**config.mk**
```make
export PLATFORM = sky130hd
export DESIGN_NAME = sync_fifo_flex
export DESIGN_NICKNAME = d
export VERILOG_FILES = /design/src/rtl/sync_fifo_pkg.sv /design/src/rtl/sync_fifo_mem.sv /design/src/rtl/sync_fifo_flex.sv
export SDC_FILE = /design/constraint.sdc
export NUM_CORES = 1
export LEC_CHECK = 0
export BUFFER_PORTS_ARGS = -buffer_cell sky130_fd_sc_hd__buf_2
export CAP_MARGIN = 15
export CORE_MARGIN = 3
export CORE_UTILIZATION = 53
export DETAILED_ROUTE_END_ITERATION = 8
export PLACE_DENSITY = 0.78
export SYNTH_ARGS = -nofsm -noshare
export SYNTH_HDL_FRONTEND = slang
export SYNTH_SLANG_ARGS = --single-unit
```
**constraint.sdc**
```tcl
create_clock -name i_clk -period 2.36 [get_ports i_clk]
set_clock_uncertainty 0.1 [all_clocks]
set_input_delay 0.118 -clock i_clk [delete_from_list [all_inputs] [get_ports i_clk]]
set_output_delay 0.118 -clock i_clk [all_outputs]
set_load 0.1 [all_outputs]
```
**src/rtl/sync_fifo_pkg.sv**
```systemverilog
// Shared defaults and width helpers for the flexible synchronous FIFO family.
package sync_fifo_pkg;

  localparam int DEF_DEPTH    = 8;
  localparam int DEF_WIDTH    = 8;
  localparam int DEF_AE_LEVEL = 2;

  // Occupancy must represent 0..depth inclusive.
  function automatic int cnt_width(input int depth);
    return $clog2(depth + 1);
  endfunction

  function automatic int ptr_width(input int depth);
    return (depth > 1) ? $clog2(depth) : 1;
  endfunction

endpackage

```
**src/rtl/sync_fifo_mem.sv**
```systemverilog
// DEPTH x WIDTH storage with one write port and one read port that is either
// registered (load on re, async-reset to zero) or combinational (REG_RD = 0).
module sync_fifo_mem #(
  parameter int DEPTH  = 8,
  parameter int WIDTH  = 8,
  parameter int PW     = 3,
  parameter bit REG_RD = 1'b1
) (
  input  logic             clk,
  input  logic             rst,
  input  logic             we,
  input  logic [PW-1:0]    waddr,
  input  logic [WIDTH-1:0] wdata,
  input  logic             re,
  input  logic [PW-1:0]    raddr,
  output logic [WIDTH-1:0] rdata
);

  logic [WIDTH-1:0] mem [DEPTH];

  always_ff @(posedge clk) begin
    if (we) mem[waddr] <= wdata;
  end

  generate
    if (REG_RD) begin : g_reg_rd
      always_ff @(posedge clk or posedge rst) begin
        if (rst)     rdata <= '0;
        else if (re) rdata <= mem[raddr];
      end
    end else begin : g_async_rd
      logic unused_rd;
      assign unused_rd = ^{re, rst};
      assign rdata = mem[raddr];
    end
  endgenerate

endmodule

```
**src/rtl/sync_fifo_flex.sv**
```systemverilog
// Single-clock FIFO with arbitrary depth, occupancy count, threshold and sticky
// error flags. Define SYNC_FIFO_FWFT_EN for first-word-fall-through reads.
module sync_fifo_flex
  import sync_fifo_pkg::*;
#(
  parameter  int DEPTH    = DEF_DEPTH,
  parameter  int WIDTH    = DEF_WIDTH,
  parameter  int AF_LEVEL = DEPTH - 2,
  parameter  int AE_LEVEL = DEF_AE_LEVEL,
  localparam int CW       = cnt_width(DEPTH),
  localparam int PW       = ptr_width(DEPTH)
) (
  input  logic             i_clk,
  input  logic             i_rst,
  input  logic             i_we,
  input  logic             i_re,
  input  logic [WIDTH-1:0] i_fifo,
  input  logic             i_clr_err,
  output logic [WIDTH-1:0] o_fifo,
  output logic             o_valid,
  output logic             o_fifo_full,
  output logic             o_fifo_empty,
  output logic             o_almost_full,
  output logic             o_almost_empty,
  output logic [CW-1:0]    o_count,
  output logic             o_overflow,
  output logic             o_underflow
);

  logic [PW-1:0] wr_ptr, rd_ptr, wr_ptr_nxt, rd_ptr_nxt;
  logic [CW-1:0] count_nxt;
  logic          we_acc, re_acc;
  logic [WIDTH-1:0] mem_rdata;

  function automatic logic [PW-1:0] ptr_inc(input logic [PW-1:0] p);
    return (p == PW'(DEPTH - 1)) ? '0 : p + 1'b1;
  endfunction

  always_comb begin
    re_acc     = i_re & ~o_fifo_empty;
    we_acc     = i_we & (~o_fifo_full | re_acc);
    wr_ptr_nxt = we_acc ? ptr_inc(wr_ptr) : wr_ptr;
    rd_ptr_nxt = re_acc ? ptr_inc(rd_ptr) : rd_ptr;
    count_nxt  = o_count;
    if (we_acc && !re_acc)      count_nxt = o_count + 1'b1;
    else if (re_acc && !we_acc) count_nxt = o_count - 1'b1;
  end

  // Flags are derived from the post-edge count so they line up with o_count.
  always_ff @(posedge i_clk or posedge i_rst) begin
    if (i_rst) begin
      wr_ptr         <= '0;
      rd_ptr         <= '0;
      o_count        <= '0;
      o_fifo_full    <= 1'b0;
      o_fifo_empty   <= 1'b1;
      o_almost_full  <= 1'b0;
      o_almost_empty <= 1'b1;
      o_overflow     <= 1'b0;
      o_underflow    <= 1'b0;
    end else begin
      wr_ptr         <= wr_ptr_nxt;
      rd_ptr         <= rd_ptr_nxt;
      o_count        <= count_nxt;
      o_fifo_full    <= (count_nxt == CW'(DEPTH));
      o_fifo_empty   <= (count_nxt == '0);
      o_almost_full  <= (count_nxt >= CW'(AF_LEVEL));
      o_almost_empty <= (count_nxt <= CW'(AE_LEVEL));
      o_overflow     <= (i_we & o_fifo_full & ~re_acc) | (o_overflow & ~i_clr_err);
      o_underflow    <= (i_re & o_fifo_empty) | (o_underflow & ~i_clr_err);
    end
  end

`ifdef SYNC_FIFO_FWFT_EN
  logic [WIDTH-1:0] head_nxt;

  sync_fifo_mem #(.DEPTH(DEPTH), .WIDTH(WIDTH), .PW(PW), .REG_RD(1'b0)) u_mem (
    .clk(i_clk), .rst(i_rst), .we(we_acc), .waddr(wr_ptr), .wdata(i_fifo),
    .re(re_acc), .raddr(rd_ptr_nxt), .rdata(mem_rdata)
  );

  // The next head may be the word being written this edge (write into empty slot).
  always_comb begin
    head_nxt = mem_rdata;
    if (we_acc && (wr_ptr == rd_ptr_nxt)) head_nxt = i_fifo;
  end

  always_ff @(posedge i_clk or posedge i_rst) begin
    if (i_rst) begin
      o_fifo  <= '0;
      o_valid <= 1'b0;
    end else begin
      o_valid <= (count_nxt != '0);
      if (count_nxt != '0) o_fifo <= head_nxt;
    end
  end
`else
  sync_fifo_mem #(.DEPTH(DEPTH), .WIDTH(WIDTH), .PW(PW), .REG_RD(1'b1)) u_mem (
    .clk(i_clk), .rst(i_rst), .we(we_acc), .waddr(wr_ptr), .wdata(i_fifo),
    .re(re_acc), .raddr(rd_ptr), .rdata(mem_rdata)
  );

  assign o_fifo = mem_rdata;

  always_ff @(posedge i_clk or posedge i_rst) begin
    if (i_rst) o_valid <= 1'b0;
    else       o_valid <= re_acc;
  end
`endif

endmodule

```
# Word-level counts from Yosys, hierarchy flattened
# Memory sizes are Yosys's and may differ from the RTL's. A register that Yosys moved wholly into a read port is not among the register bits.
# Index checks and enable logic that the tools add are counted.
# totals
wordCells,45
mem_count,1
inputBits,13
regBits,17
output_inout_bits,19
mem_bits_rw,64
# classes
n_addsub,4
n_bitwise,14
reduce_logical,5
muxes,6
n_eq_ne,3
order_cmp,2
# mem_list
name,words,word_bits,rd,rd_clocked_by_memory_dff,wr,line,rtl
u_mem.mem,8,8,1,1,1,sync_fifo_mem.sv:19,logic [WIDTH-1:0] mem [DEPTH];
# ops
op,n
$mux 4,2
$and 1x1->1,7
$add 3x1->3 const B,2
$eq 3x3->1 const B,2
$mux 3,2
$add 4x1->4 const B,1
$eq 4x4->1 const B,1
$ge 4x3->1 const B,1
$le 4x2->1 const B,1
$logic_not 4->1,1
$not 1->1,4
$sub 4x1->4 const B,1
$or 1x1->1,3
$logic_and 1x1->1,2
$logic_not 1->1,2
$mux 1,2

# Depth between registers and ports, before layout
# Gate-level depths: netlist of the first run.
# depth
depth_word,9
mapped_depth,7
ltp_nobuf,6

# Cells and area by module
# A second synthesis of the first run with hierarchy kept.
# unflattened
hier_cells,249
hier_area_um2,3706.1
# modules_own_cells
module,area_each_um2,instances,seq_area_each_um2,cells_per_inst
sync_fifo_mem,2865.2,1,2122.0,170
sync_fifo_flex,840.8,1,427.9,79

# Worst setup path before layout of the first run
# OpenSTA, ideal clock, no wires.
# synth_timing
path_kind,register to register
from,register o_fifo_empty
to,memory u_mem.mem[0][0] (enable)
required_time_ns,1.877
path_buffers,1
period_less_slack_ns,2.478
stages_incl_launch_ff,7
arrival_ns,1.995
slack_ns,-0.118
setup_time_ns,0.383
cell_sequence,dfstp_2 > nand2b_4 > buf_6 > nand2_1 > nand2_1 > or2_2 > nor3_1
# synth_via
elab_chain_cells,6
# synth_lines
element,line,rtl
start: declaration,sync_fifo_flex.sv:22,"output logic o_fifo_empty,"
start signal: assignment,sync_fifo_flex.sv:66,o_fifo_empty <= (count_nxt == '0);
$not 1->1,sync_fifo_flex.sv:40,re_acc = i_re & ~o_fifo_empty;
$and 1x1->1,sync_fifo_flex.sv:40,
$or 1x1->1,sync_fifo_flex.sv:41,we_acc = i_we & (~o_fifo_full | re_acc);
$and 1x1->1,sync_fifo_flex.sv:41,
$mux 1,sync_fifo_mem.sv:22,if (we) mem[waddr] <= wdata;
$mux 1 (implied by the code),sync_fifo_mem.sv:22,
end: declaration,sync_fifo_mem.sv:19,
# Every way passes these cells.

# Worst setup path in the final report of the first run
# layout_timing
from,register o_fifo_empty
to,memory u_mem.mem[7][6] (enable)
# The elaborated chain is that of the path after synthesis.

==> impl_results.rst, run 1 <==
.. list-table::
   :header-rows: 1

   * - Metric
     - Value
   * - Result of the run
     - complete, no violations
   * - Worst Path Class, Setup
     - reg -> reg
   * - Critical R2R Capture
     - u_mem.mem[7][6]
   * - HPWL Detailed
     - 4.19 mm
   * - Area contributors post-synth
     - edfxtp_1 (53%), dfrtp_1 (16%), mux4_2 (10%), nand2_1 (2.5%), o21ai_0 (2.4%)
   * - Number of register bits inferred by synthesis
     - between 80 and 90
   * - Final routed DRC violation total
     - 0
   * - First-pass iteration count of the detailed router
     - 4
   * - CP startpoint
     - o_fifo_empty
   * - Crit Reg-Reg Startpoint
     - o_fifo_empty
   * - CTS Sinks
     - 89
   * - CTS tree
     - done
   * - Area added between synthesis and finish
     - 15.6%
   * - Transition at the pin with the smallest max-transition slack
     - a little over 900 ps
   * - Count of cells along the worst register-to-register path
     - 4
   * - Diodes inserted
     - 0
   * - Latest clock arrival within the worst-skew pair
     - ~360 ps
   * - Final setup viols
     - 0
   * - Critical path data arrival time
     - 1830 ps
   * - Slew HR
     - between 30% and 40%
   * - Number of warnings printed during yosys synthesis
     - 0
   * - Area share of the largest cell type after synthesis
     - 53.3%
   * - Mapped Nets
     - 233
   * - Crit path launch type
     - register
   * - Count of H-tree levels built during CTS
     - 3
   * - Most common cell after layout, fill and taps aside
     - edfxtp_1
   * - Number of fill cells
     - about 480
   * - Layout cell share with drive strength beyond 1
     - 31.3%
   * - Nets
     - 286
   * - End point of the critical path
     - u_mem.mem[7][6]
   * - Root buffer cell
     - clkbuf_8
   * - Maximum buffer depth of the clock tree
     - 2
   * - Worst endpoint required time
     - 2240 ps
   * - Number of synthesized flops with an enable pin
     - 64
   * - Number of antenna-violating nets in the routed design
     - 0
   * - Number of maximum-capacitance constraint violations
     - 0
   * - Num ports
     - 32
   * - Async S/R FF share, synth
     - 28.1%
   * - Cts bufs inserted
     - 9
   * - Fmax
     - roughly 510 MHz
   * - Placeable core area
     - 6460 um^2
   * - Die W
     - about 89 um
   * - Routed length per placed instance
     - approximately 18 um
   * - Met3 Use GR
     - 5.68%
   * - Post-route design area
     - 4170 um^2
   * - Area of placed instances
     - 3880 um^2
   * - Floorplan die area
     - ~7800 um^2
   * - Starting density of the core
     - 55.9%
   * - Max Transition Viols Final
     - 0
   * - Top_reg_cell synth
     - edfxtp_1
   * - RD Place Congestion
     - 0.798
   * - Met2 Resource Use GR
     - 30.5%
   * - Final Hold Fails
     - 0
   * - Layer with the highest usage after global routing
     - met2
   * - Post-synth cell types
     - 34
   * - Die Y-Extent
     - 88.5 um
   * - RSZ-0062 raised after global routing
     - no
   * - Syn Std Cell Area
     - roughly 3600 um^2
   * - Reg-to-reg setup timing slack
     - 410 ps
   * - Cell type with the highest aggregate area in the netlist
     - edfxtp_1
   * - Post-synthesis average cell area
     - roughly 17 um^2
   * - Via count of the first global-routing pass
     - 1,991
   * - Minimum clock period after layout
     - ~1900 ps
   * - Cells after synthesis
     - between 200 and 250
   * - Vias after detailed routing
     - approximately 2,000
   * - Global-route wire length before repair
     - 10.3 mm
   * - Final clock period utilization by the worst path
     - 82.5%
   * - Met1 Resource Use GR
     - about a quarter
   * - Antenna violations before repair
     - 0
   * - Final Routed Wirelength
     - 6.41 mm
   * - Fin Setup TNS
     - 0 ps
   * - Iter 0 DRT Violations
     - 163
   * - Class of the tightest hold or removal check
     - in -> reg
   * - Post-CTS Setup Inserts
     - 0
   * - Top library cells by usage in the layout, fill and taps aside
     - edfxtp_1 (64), buf_2 (31), nand2_1 (24)
   * - Via density per instance
     - 5.62
   * - Type of destination of the critical path
     - register
   * - Clk pin slew, worst setup/hold paths
     - 90 ps
   * - Resize count post-CTS
     - 0
   * - Crit-path max FO
     - 8
   * - Global route total overflow
     - 0
   * - Overall routing resource usage
     - a little under a fifth
   * - Number of rows in the core area
     - 29
   * - Count of buffers inserted at the top-level ports
     - 31
   * - Pin count of the biggest net entering global routing
     - 27
   * - Sequential share of the synthesized area
     - 70.7%
-- through the flow --
step / std cells / setup slack [ps] / hold WS, ps / utilization (%)
2_1_floorplan: 214 / 99.7 / 43.8 / -
3_3_place_gp: 322 / 506 / 217 / 60.0
3_5_place_dp: 322 / 387 / 216 / 60.0
4_1_cts: 349 / 371 / 26.4 / 64.6
5_1_grt: 349 / 314 / 68.8 / 64.6
6_report: 349 / 414 / 36.9 / 64.6
-- final cells by class --
class / count / area (um^2) / area share (%)
Clock inverter: 6 / 48.8 / 1.17
Inverter: 6 / 22.5 / 0.540
Multi-Input combinational cell: 110 / 985 / 23.6
Timing Repair Buffer: 51 / 333 / 7.98
Clock buffer: 10 / 138 / 3.30
Tap cell: 77 / 96.3 / 2.31
Sequential cell: 89 / 2550 / 61.1
-- worst max-delay path, cell delays in order (launching register included) --
cell      delay (ps)
dfstp_2          400
nand2b_4         140
nand2_1           80
nand3_1          150
nor2_1           700
-- flip-flops by register name, summed over array words and instances (netlist names), 3 cells and up --
| register | cells |
|---|---|
| u_mem.mem | 64 |
| o_count | 4 |
| rd_ptr | 3 |
| wr_ptr | 3 |
| u_mem.rdata | 8 |
-- cells by family (layout without fill, tap and decap cells) --
| kind of cell | after synthesis | count (layout) | synth area share, % |
|---|---|---|---|
| flip-flops | 89 | 89 | 70.7 |
| AND/OR/NAND/NOR | 51 | 51 | 7.14 |
| AO/OA/AOI/OAI | 25 | 25 | 4.26 |
| multiplexers | 25 | 25 | 12.5 |
| buffers and inverters | 15 | 73 | 2.18 |
| adder cells (fa/ha/maj) | 6 | 6 | 2.08 |
| XOR/XNOR | 3 | 3 | 1.14 |
-- layer usage --
metal  share of wire (%)  routed length (um)
met4                 1.1                  68
met1                  43                2740
met2                  52                3340
met5                   0                   0
met3                 4.1                 262
-- how the worst min path moves through the flow --
stage                   start             to  slack (ps)  cells past startpoint
finish                   i_we     o_overflow          40                      3
global route             i_we     o_overflow          70                      3
global placement    i_clr_err     o_overflow         220                      2
CTS                      i_we     o_overflow          30                      3
floorplan               i_rst  o_almost_full          40                      1
detailed placement  i_clr_err     o_overflow         220                      2
-- what timing repair did --
| action | CTS | global route |
|---|---|---|
| endpoints found under the setup margin | 0 | 0 |
| hold buffers | 11 | 0 |
| endpoints found under the hold margin | 89 | 0 |
-- synthesized netlist by cell type, types with 2 or more instances --
cell	n
nand3_1	3
mux4_2	16
o21ai_0	17
dfrtp_1	23
a21oi_1	2
nand2_1	24
ha_1	6
buf_4	3
clkbuf_1	2
buf_2	3
nor3_1	7
mux2i_1	8
a21o_1	2
dfstp_2	2
nor2_1	7
edfxtp_1	64
nand2b_1	3
inv_1	6
Power of run 1 is not shown: default switching activity piles up to over one toggle a cycle in this logic, so the estimate is an artifact.
==> run 2: changes to the inputs <==
--- a/config.mk
+++ b/config.mk
@@ -8,9 +8,9 @@
 export BUFFER_PORTS_ARGS = -buffer_cell sky130_fd_sc_hd__buf_2
 export CAP_MARGIN = 15
 export CORE_MARGIN = 3
-export CORE_UTILIZATION = 53
+export CORE_UTILIZATION = 58
 export DETAILED_ROUTE_END_ITERATION = 8
-export PLACE_DENSITY = 0.78
+export PLACE_DENSITY = 0.81
 export SYNTH_ARGS = -nofsm -noshare
 export SYNTH_HDL_FRONTEND = slang
 export SYNTH_SLANG_ARGS = --single-unit
==> constraint.sdc (replaced) <==
create_clock -name i_clk -period 1.8 [get_ports i_clk]
set_clock_uncertainty 0.1 [all_clocks]
set_input_delay 0.09 -clock i_clk [delete_from_list [all_inputs] [get_ports i_clk]]
set_output_delay 0.09 -clock i_clk [all_outputs]
set_load 0.1 [all_outputs]
==> impl_results.rst, run 2 (synthesis gave the netlist of run 1 again) <==
.. list-table::
   :header-rows: 1

   * - Metric
     - Value
   * - Result of the run
     - complete, no violations
   * - Fin Setup TNS
     - 0 ps (unchanged)
   * - First-pass iteration count of the detailed router
     - 4 (unchanged)
   * - Final Hold Fails
     - 0 (unchanged)
   * - Die Y-Extent
     - 84.9 um (-4.1%)
   * - Crit path launch type
     - register
   * - Fmax
     - 556 MHz (+8.2%)
   * - Global route total overflow
     - 0 (unchanged)
   * - Routed length per placed instance
     - 18.9 um (+2.8%)
   * - Max Transition Viols Final
     - 0 (unchanged)
   * - Slew HR
     - 51.9% (+14 points)
   * - Via count of the first global-routing pass
     - 2,080 (+4.5%)
   * - Class of the tightest hold or removal check
     - in -> async
   * - Antenna violations before repair
     - 0 (unchanged)
   * - Final routed DRC violation total
     - 0 (unchanged)
   * - Via density per instance
     - 5.59 (-0.49%)
   * - Reg-to-reg setup timing slack
     - 1 ps (-410 ps)
   * - Floorplan die area
     - 7200 um^2 (-8.1%)
   * - Area added between synthesis and finish
     - 22.9%
   * - Worst endpoint required time
     - 1780 ps (-460 ps)
   * - Final Worst Setup Slack
     - 1.23 ps (-412 ps)
   * - Die W
     - 84.9 um (-4.1%)
   * - Minimum clock period after layout
     - 1800 ps (-148 ps)
   * - Critical path data arrival time
     - 1780 ps (-50 ps)
   * - Power per unit of standard cell area
     - 1870 nW/um^2
   * - Count of buffers inserted at the top-level ports
     - 31 (unchanged)
   * - Number of rows in the core area
     - 28 (-3.4%)
   * - Peak supply drop
     - 0.00172 V
   * - Post-placement cell count
     - 330 (+2.5%)
   * - Place WS
     - 21.6 ps (-366 ps)
   * - Num ports
     - 32 (unchanged)
   * - Iter 0 DRT Violations
     - 152 (-6.7%)
   * - Overall routing resource usage
     - 20.5% (+1.9 points)
   * - Final clock period utilization by the worst path
     - 99.9% (+17 points)
   * - Final setup viols
     - 0 (unchanged)
   * - Transition at the pin with the smallest max-transition slack
     - 721 ps (-208 ps)
   * - Area of placed instances
     - 4040 um^2 (+4.2%)
   * - Root buffer cell
     - clkbuf_8
   * - Maximum buffer depth of the clock tree
     - 2 (unchanged)
   * - Registers with the highest flip-flop counts
     - u_mem.mem (64), u_mem.rdata (8), o_count (4)
   * - Number of antenna-violating nets in the routed design
     - 0 (unchanged)
   * - Static leakage
     - 1.70 nW
   * - Final Routed Wirelength
     - 6.80 mm (+6.1%)
   * - RSZ-0062 raised after global routing
     - yes
   * - Final Instance Count excl. Fillers
     - 360 (+3.2%)
   * - Top library cells by usage in the layout, fill and taps aside
     - edfxtp_1 (64), buf_2 (31), nand2_1 (20)
   * - Number of maximum-capacitance constraint violations
     - 0 (unchanged)
   * - Cts bufs inserted
     - 9 (unchanged)
   * - Overall Power
     - 8.30 mW
   * - CTS Sinks
     - 89 (unchanged)
   * - Diodes inserted
     - 0 (unchanged)
   * - Tightest hold margin
     - 286 ps (+250 ps)
   * - Largest register by flop count
     - u_mem.mem
   * - Post-route design area
     - 4430 um^2 (+6.2%)
   * - Placeable core area
     - 5960 um^2 (-7.8%)
   * - Vias after detailed routing
     - 2,014 (+2.7%)
   * - Most common cell after layout, fill and taps aside
     - edfxtp_1
   * - Max reg flops
     - 64 (unchanged)
   * - Count of H-tree levels built during CTS
     - 3 (unchanged)
   * - Worst Path Class, Setup
     - reg -> reg
   * - Crit-path max FO
     - 5 (-3)
   * - Pin count of the biggest net entering global routing
     - 22 (-19%)
   * - Utilization of the core after routing
     - 74.4% (+9.8 points)
   * - Clk pin slew, worst setup/hold paths
     - 90 ps (about the same)
   * - CTS tree
     - done
   * - Layout cell share with drive strength beyond 1
     - 39.3% (+8.0 points)
   * - Global-route wire length before repair
     - 10.8 mm (+4.8%)
   * - RD Place Congestion
     - 0.760 (-4.8%)
   * - Type of destination of the critical path
     - register
   * - HPWL Detailed
     - 4.53 mm (+8.2%)
   * - Starting density of the core
     - 60.6% (+4.7 points)
   * - Nets
     - 299 (+4.5%)
   * - Latest clock arrival within the worst-skew pair
     - 350 ps (about the same)
-- run 2: changes by cell type in the layout (fill, tap and decap cells not counted), sizes merged --
cell,before,now
clkinvlp,0,1
dlygate4sd3,11,12
buf,40,52
clkbuf,10,9
bufinv,0,2
clkinv,3,1
-- run 2: report_power, final --
part           total, mW  internal (mW)  switching [mW]
clock               1.51          0.794           0.718
sequential          3.06           2.73           0.332
combinational       3.73           1.17            2.56
total               8.30           4.69            3.61
-- run 2: final timing paths --
path | from | end | cells after the start
max | o_fifo_empty | u_mem.mem[0][3] | 6
min | i_rst | o_count[3] | 3
max reg2reg | o_fifo_empty | u_mem.mem[0][3] | 6
min reg2reg | u_mem.rdata[4] | u_mem.rdata[4] | 2
max in group asynchronous | i_rst | wr_ptr[2] | 4
min in group i_clk | i_clr_err | o_overflow | 3
-- run 2: routing by layer --
| metal | vias up | part of all wire (%) | track usage (%) |
|---|---|---|---|
| met5 | - | 0 | 0 |
| met4 | 0 | 2.0 | 8.35 |
| met3 | 11 | 4.6 | 5.15 |
| met2 | 60 | 50 | 32.6 |
| met1 | 999 | 43 | 27.6 |
| li1 | 944 | - | - |
-- run 2: worst max-delay path, stage by stage, from the launching register on --
cell	delay, ps
dfstp_4	480
nand2b_4	160
nand2_2	80
nand2_2	50
or2_4	280
nor3_4	220
buf_6	150
-- run 2: repair_timing --
| action | 4_1_cts | 5_1_grt |
|---|---|---|
| hold buffers | 12 | 0 |
| resized for setup | 0 | 6 |
| endpoints found under the setup margin | 0 | 38 |
| hold endpoints to repair | 84 | 0 |
| setup buffers | 0 | 2 |
-- run 2: layout make-up --
| type | instances | area, um^2 |
|---|---|---|
| sequential | 89 | 2560 |
| fill | 362 | 1520 |
| multi-input combinational | 110 | 1050 |
| timing repair buffer | 64 | 478 |
| clock buffer | 9 | 124 |
| clock inverter | 7 | 98.8 |
| tap | 75 | 93.8 |
| inverter | 6 | 22.5 |
Power figures use the tool's default switching activity.
==> run 3: changes to the inputs <==
--- a/config.mk
+++ b/config.mk
@@ -8,9 +8,9 @@
 export BUFFER_PORTS_ARGS = -buffer_cell sky130_fd_sc_hd__buf_2
 export CAP_MARGIN = 15
 export CORE_MARGIN = 3
-export CORE_UTILIZATION = 58
+export CORE_UTILIZATION = 53
 export DETAILED_ROUTE_END_ITERATION = 8
-export PLACE_DENSITY = 0.81
+export PLACE_DENSITY = 0.78
 export SYNTH_ARGS = -nofsm -noshare
 export SYNTH_HDL_FRONTEND = slang
 export SYNTH_SLANG_ARGS = --single-unit
==> constraint.sdc (replaced) <==
create_clock -name i_clk -period 1.5 [get_ports i_clk]
set_clock_uncertainty 0.1 [all_clocks]
set_input_delay 0.075 -clock i_clk [delete_from_list [all_inputs] [get_ports i_clk]]
set_output_delay 0.075 -clock i_clk [all_outputs]
set_load 0.1 [all_outputs]
==> impl_results.rst, run 3 (synthesis gave the netlist of run 1 again) <==
.. list-table::
   :header-rows: 1

   * - Metric
     - Value
   * - Count of buffers inserted at the top-level ports
     - 31 (unchanged)
   * - Met1 layer wirelength in the final routing
     - 3.05 mm (+3.0%)
   * - Largest register by flop count
     - u_mem.mem
   * - Post-route design area
     - 4870 um^2 (+9.9%)
   * - Cts bufs inserted
     - 9 (unchanged)
   * - Via density per instance
     - 5.60 (about the same)
   * - Minimum clock period after layout
     - 1800 ps (+0.977 ps)
   * - Uppermost metal layer occupied by signal nets
     - met4
   * - Buffer and inverter count on the worst path
     - 4 (+3)
   * - Crit-path max cell delay
     - 480 ps (about the same)
   * - Placeable core area
     - 6460 um^2 (+8.4%)
   * - Floorplan die area
     - 7830 um^2 (+8.8%)
   * - CTS tree
     - done
   * - Peak supply drop
     - 0.00109 V (-37%)
   * - Root buffer cell
     - clkbuf_8
   * - Via count of the first global-routing pass
     - 2,140 (+2.9%)
   * - Nets
     - 328 (+9.7%)
   * - HPWL Detailed
     - 4.87 mm (+7.5%)
   * - Top library cells by usage in the layout, fill and taps aside
     - edfxtp_1 (64), buf_4 (28), buf_2 (26)
   * - Maximum buffer depth of the clock tree
     - 2 (unchanged)
   * - Worst endpoint required time
     - 1660 ps (-120 ps)
   * - Final routed DRC violation total
     - 0 (unchanged)
   * - Result of the run
     - complete, but fails checks
   * - Final Hold Fails
     - 0 (unchanged)
   * - Static leakage
     - 1.91 nW (+12%)
   * - Latest clock arrival within the worst-skew pair
     - 360 ps (about the same)
   * - Starting density of the core
     - 55.9% (-4.7 points)
   * - Registers with the highest flip-flop counts
     - u_mem.mem (64), u_mem.rdata (8), o_count (4)
   * - Fin Setup TNS
     - -15,260 ps (-15,260 ps)
   * - Global-route wire length before repair
     - 11.2 mm (+3.8%)
   * - Fmax
     - 556 MHz (about the same)
   * - Overall Power
     - 11.0 mW (+32%)
   * - Area of placed instances
     - 4230 um^2 (+4.8%)
   * - Count of H-tree levels built during CTS
     - 3 (unchanged)
   * - Area added between synthesis and finish
     - 35.0%
   * - Routed wl met3
     - 311 um (-0.96%)
   * - Antenna violations before repair
     - 0 (unchanged)
   * - Global route total overflow
     - 0 (unchanged)
   * - Die Y-Extent
     - 88.5 um (+4.3%)
   * - Routed length per placed instance
     - 19.1 um (+1.1%)
   * - Crit path launch type
     - register
   * - Utilization of the core after routing
     - 75.4% (+0.98 points)
   * - Crit-path max FO
     - 3 (-2)
   * - Layout cell share with drive strength beyond 1
     - 48.1% (+8.8 points)
   * - Critical path data arrival time
     - 1960 ps (+180 ps)
   * - Vias after detailed routing
     - 2,188 (+8.6%)
   * - RSZ-0062 raised after global routing
     - yes
   * - Worst Path Class, Setup
     - reg -> reg
   * - Final Worst Setup Slack
     - -300 ps (-301 ps)
   * - Num ports
     - 32 (unchanged)
   * - Die W
     - 88.5 um (+4.3%)
   * - CTS Sinks
     - 89 (unchanged)
   * - Final clock period utilization by the worst path
     - 120% (+20 points)
   * - RD Place Congestion
     - 0.758 (-0.26%)
   * - Clk pin slew, worst setup/hold paths
     - 90 ps (about the same)
   * - Reg area
     - 2570 um^2 (about the same)
   * - Number of fill cells
     - 375 (+3.6%)
   * - Power per unit of standard cell area
     - 2250 nW/um^2 (+20%)
   * - Pin count of the biggest net entering global routing
     - 26 (+18%)
   * - Number of maximum-capacitance constraint violations
     - 0 (unchanged)
   * - Final Routed Wirelength
     - 7.46 mm (+9.8%)
   * - Class of the tightest hold or removal check
     - in -> reg
   * - Slew HR
     - 67.7% (+16 points)
   * - Type of destination of the critical path
     - register
   * - Area of the multi-input gates
     - 1130 um^2 (+7.0%)
   * - Number of rows in the core area
     - 29 (+3.6%)
   * - First-pass iteration count of the detailed router
     - 4 (unchanged)
   * - Crit path cell chain
     - nand2b_4 > buf_4 > buf_6 > buf_8 > inv_2 > nor2_1 > o211ai_1 > o21ai_1 > a21o_1
   * - Transition at the pin with the smallest max-transition slack
     - 487 ps (-234 ps)
   * - Overall routing resource usage
     - 20.3% (-0.26 points)
   * - Amount of wire on met2 after detailed routing
     - 3.94 mm (+16%)
   * - Final setup viols
     - 84 (+84)
   * - Critical Path Slowest Stage Cell
     - dfstp_4
   * - Number of antenna-violating nets in the routed design
     - 0 (unchanged)
   * - Max reg flops
     - 64 (unchanged)
   * - Violated checks
     - negative setup slack
   * - Diodes inserted
     - 0 (unchanged)
   * - Iter 0 DRT Violations
     - 139 (-8.6%)
   * - Most common cell after layout, fill and taps aside
     - edfxtp_1
   * - Family with the most delay on the worst path
     - flip-flops
   * - Max Transition Viols Final
     - 0 (unchanged)
## run 3: stage by stage
step | worst slack (ps) | std cells | hold slack, ps
6_report | -300 | 391 | 10.6
3_5_place_dp | -286 | 352 | 66.4
3_3_place_gp | -243 | 352 | 43.0
2_1_floorplan | -554 | 214 | 0.736
5_1_grt | -345 | 391 | 17.8
4_1_cts | -294 | 385 | 3.98
## run 3: cell type report
type | count | share of cell area, %
sequential | 89 | 52.7
multi-input combinational | 110 | 23.1
timing repair buffer | 93 | 17.3
clock buffer | 10 | 2.62
tap | 77 | 1.98
clock inverter | 6 | 1.88
inverter | 6 | 0.462
## run 3: path summary, 6_finish.rpt
path	from	end	slack, ps	depth (start not counted)
worst max-delay path	o_fifo_empty	o_almost_full	-300	9
worst min-delay path	i_we	o_overflow	10	3
worst max register to register	o_fifo_empty	o_almost_full	-300	9
max in group asynchronous	i_rst	o_almost_empty	760	4
min in group asynchronous	i_rst	wr_ptr[1]	240	4
worst min register to register	u_mem.rdata[0]	u_mem.rdata[0]	380	2
## run 3: where the power goes
| group | switching, mW | total, mW | leakage (nW) | internal, mW |
|---|---|---|---|---|
| Combinational | 3.40 | 5.52 | 0.920 | 2.12 |
| Clock | 0.836 | 1.78 | 0.111 | 0.947 |
| Sequential | 0.395 | 3.68 | 0.879 | 3.28 |
## run 3: routing by layer
| metal | global-route usage (%) | vias to the layer above |
|---|---|---|
| met5 | 0 | - |
| met4 | 8.38 | 0 |
| met3 | 5.21 | 16 |
| met2 | 33.5 | 60 |
| met1 | 25.6 | 1114 |
| li1 | - | 998 |
## run 3: tightest hold or removal path: cells and delay by family
kind / cells / cell delay, ps
simple gates: 1 / 120
buf+inv: 1 / 170
compound gates: 1 / 70
## run 3: timing repair
action	CTS	global route
gates resized for setup	43	15
endpoints found under the hold margin	91	0
hold buffers	11	0
setup buffers	6	7
endpoints found under the setup margin	85	87
pin swaps	10	7
gates cloned	1	1
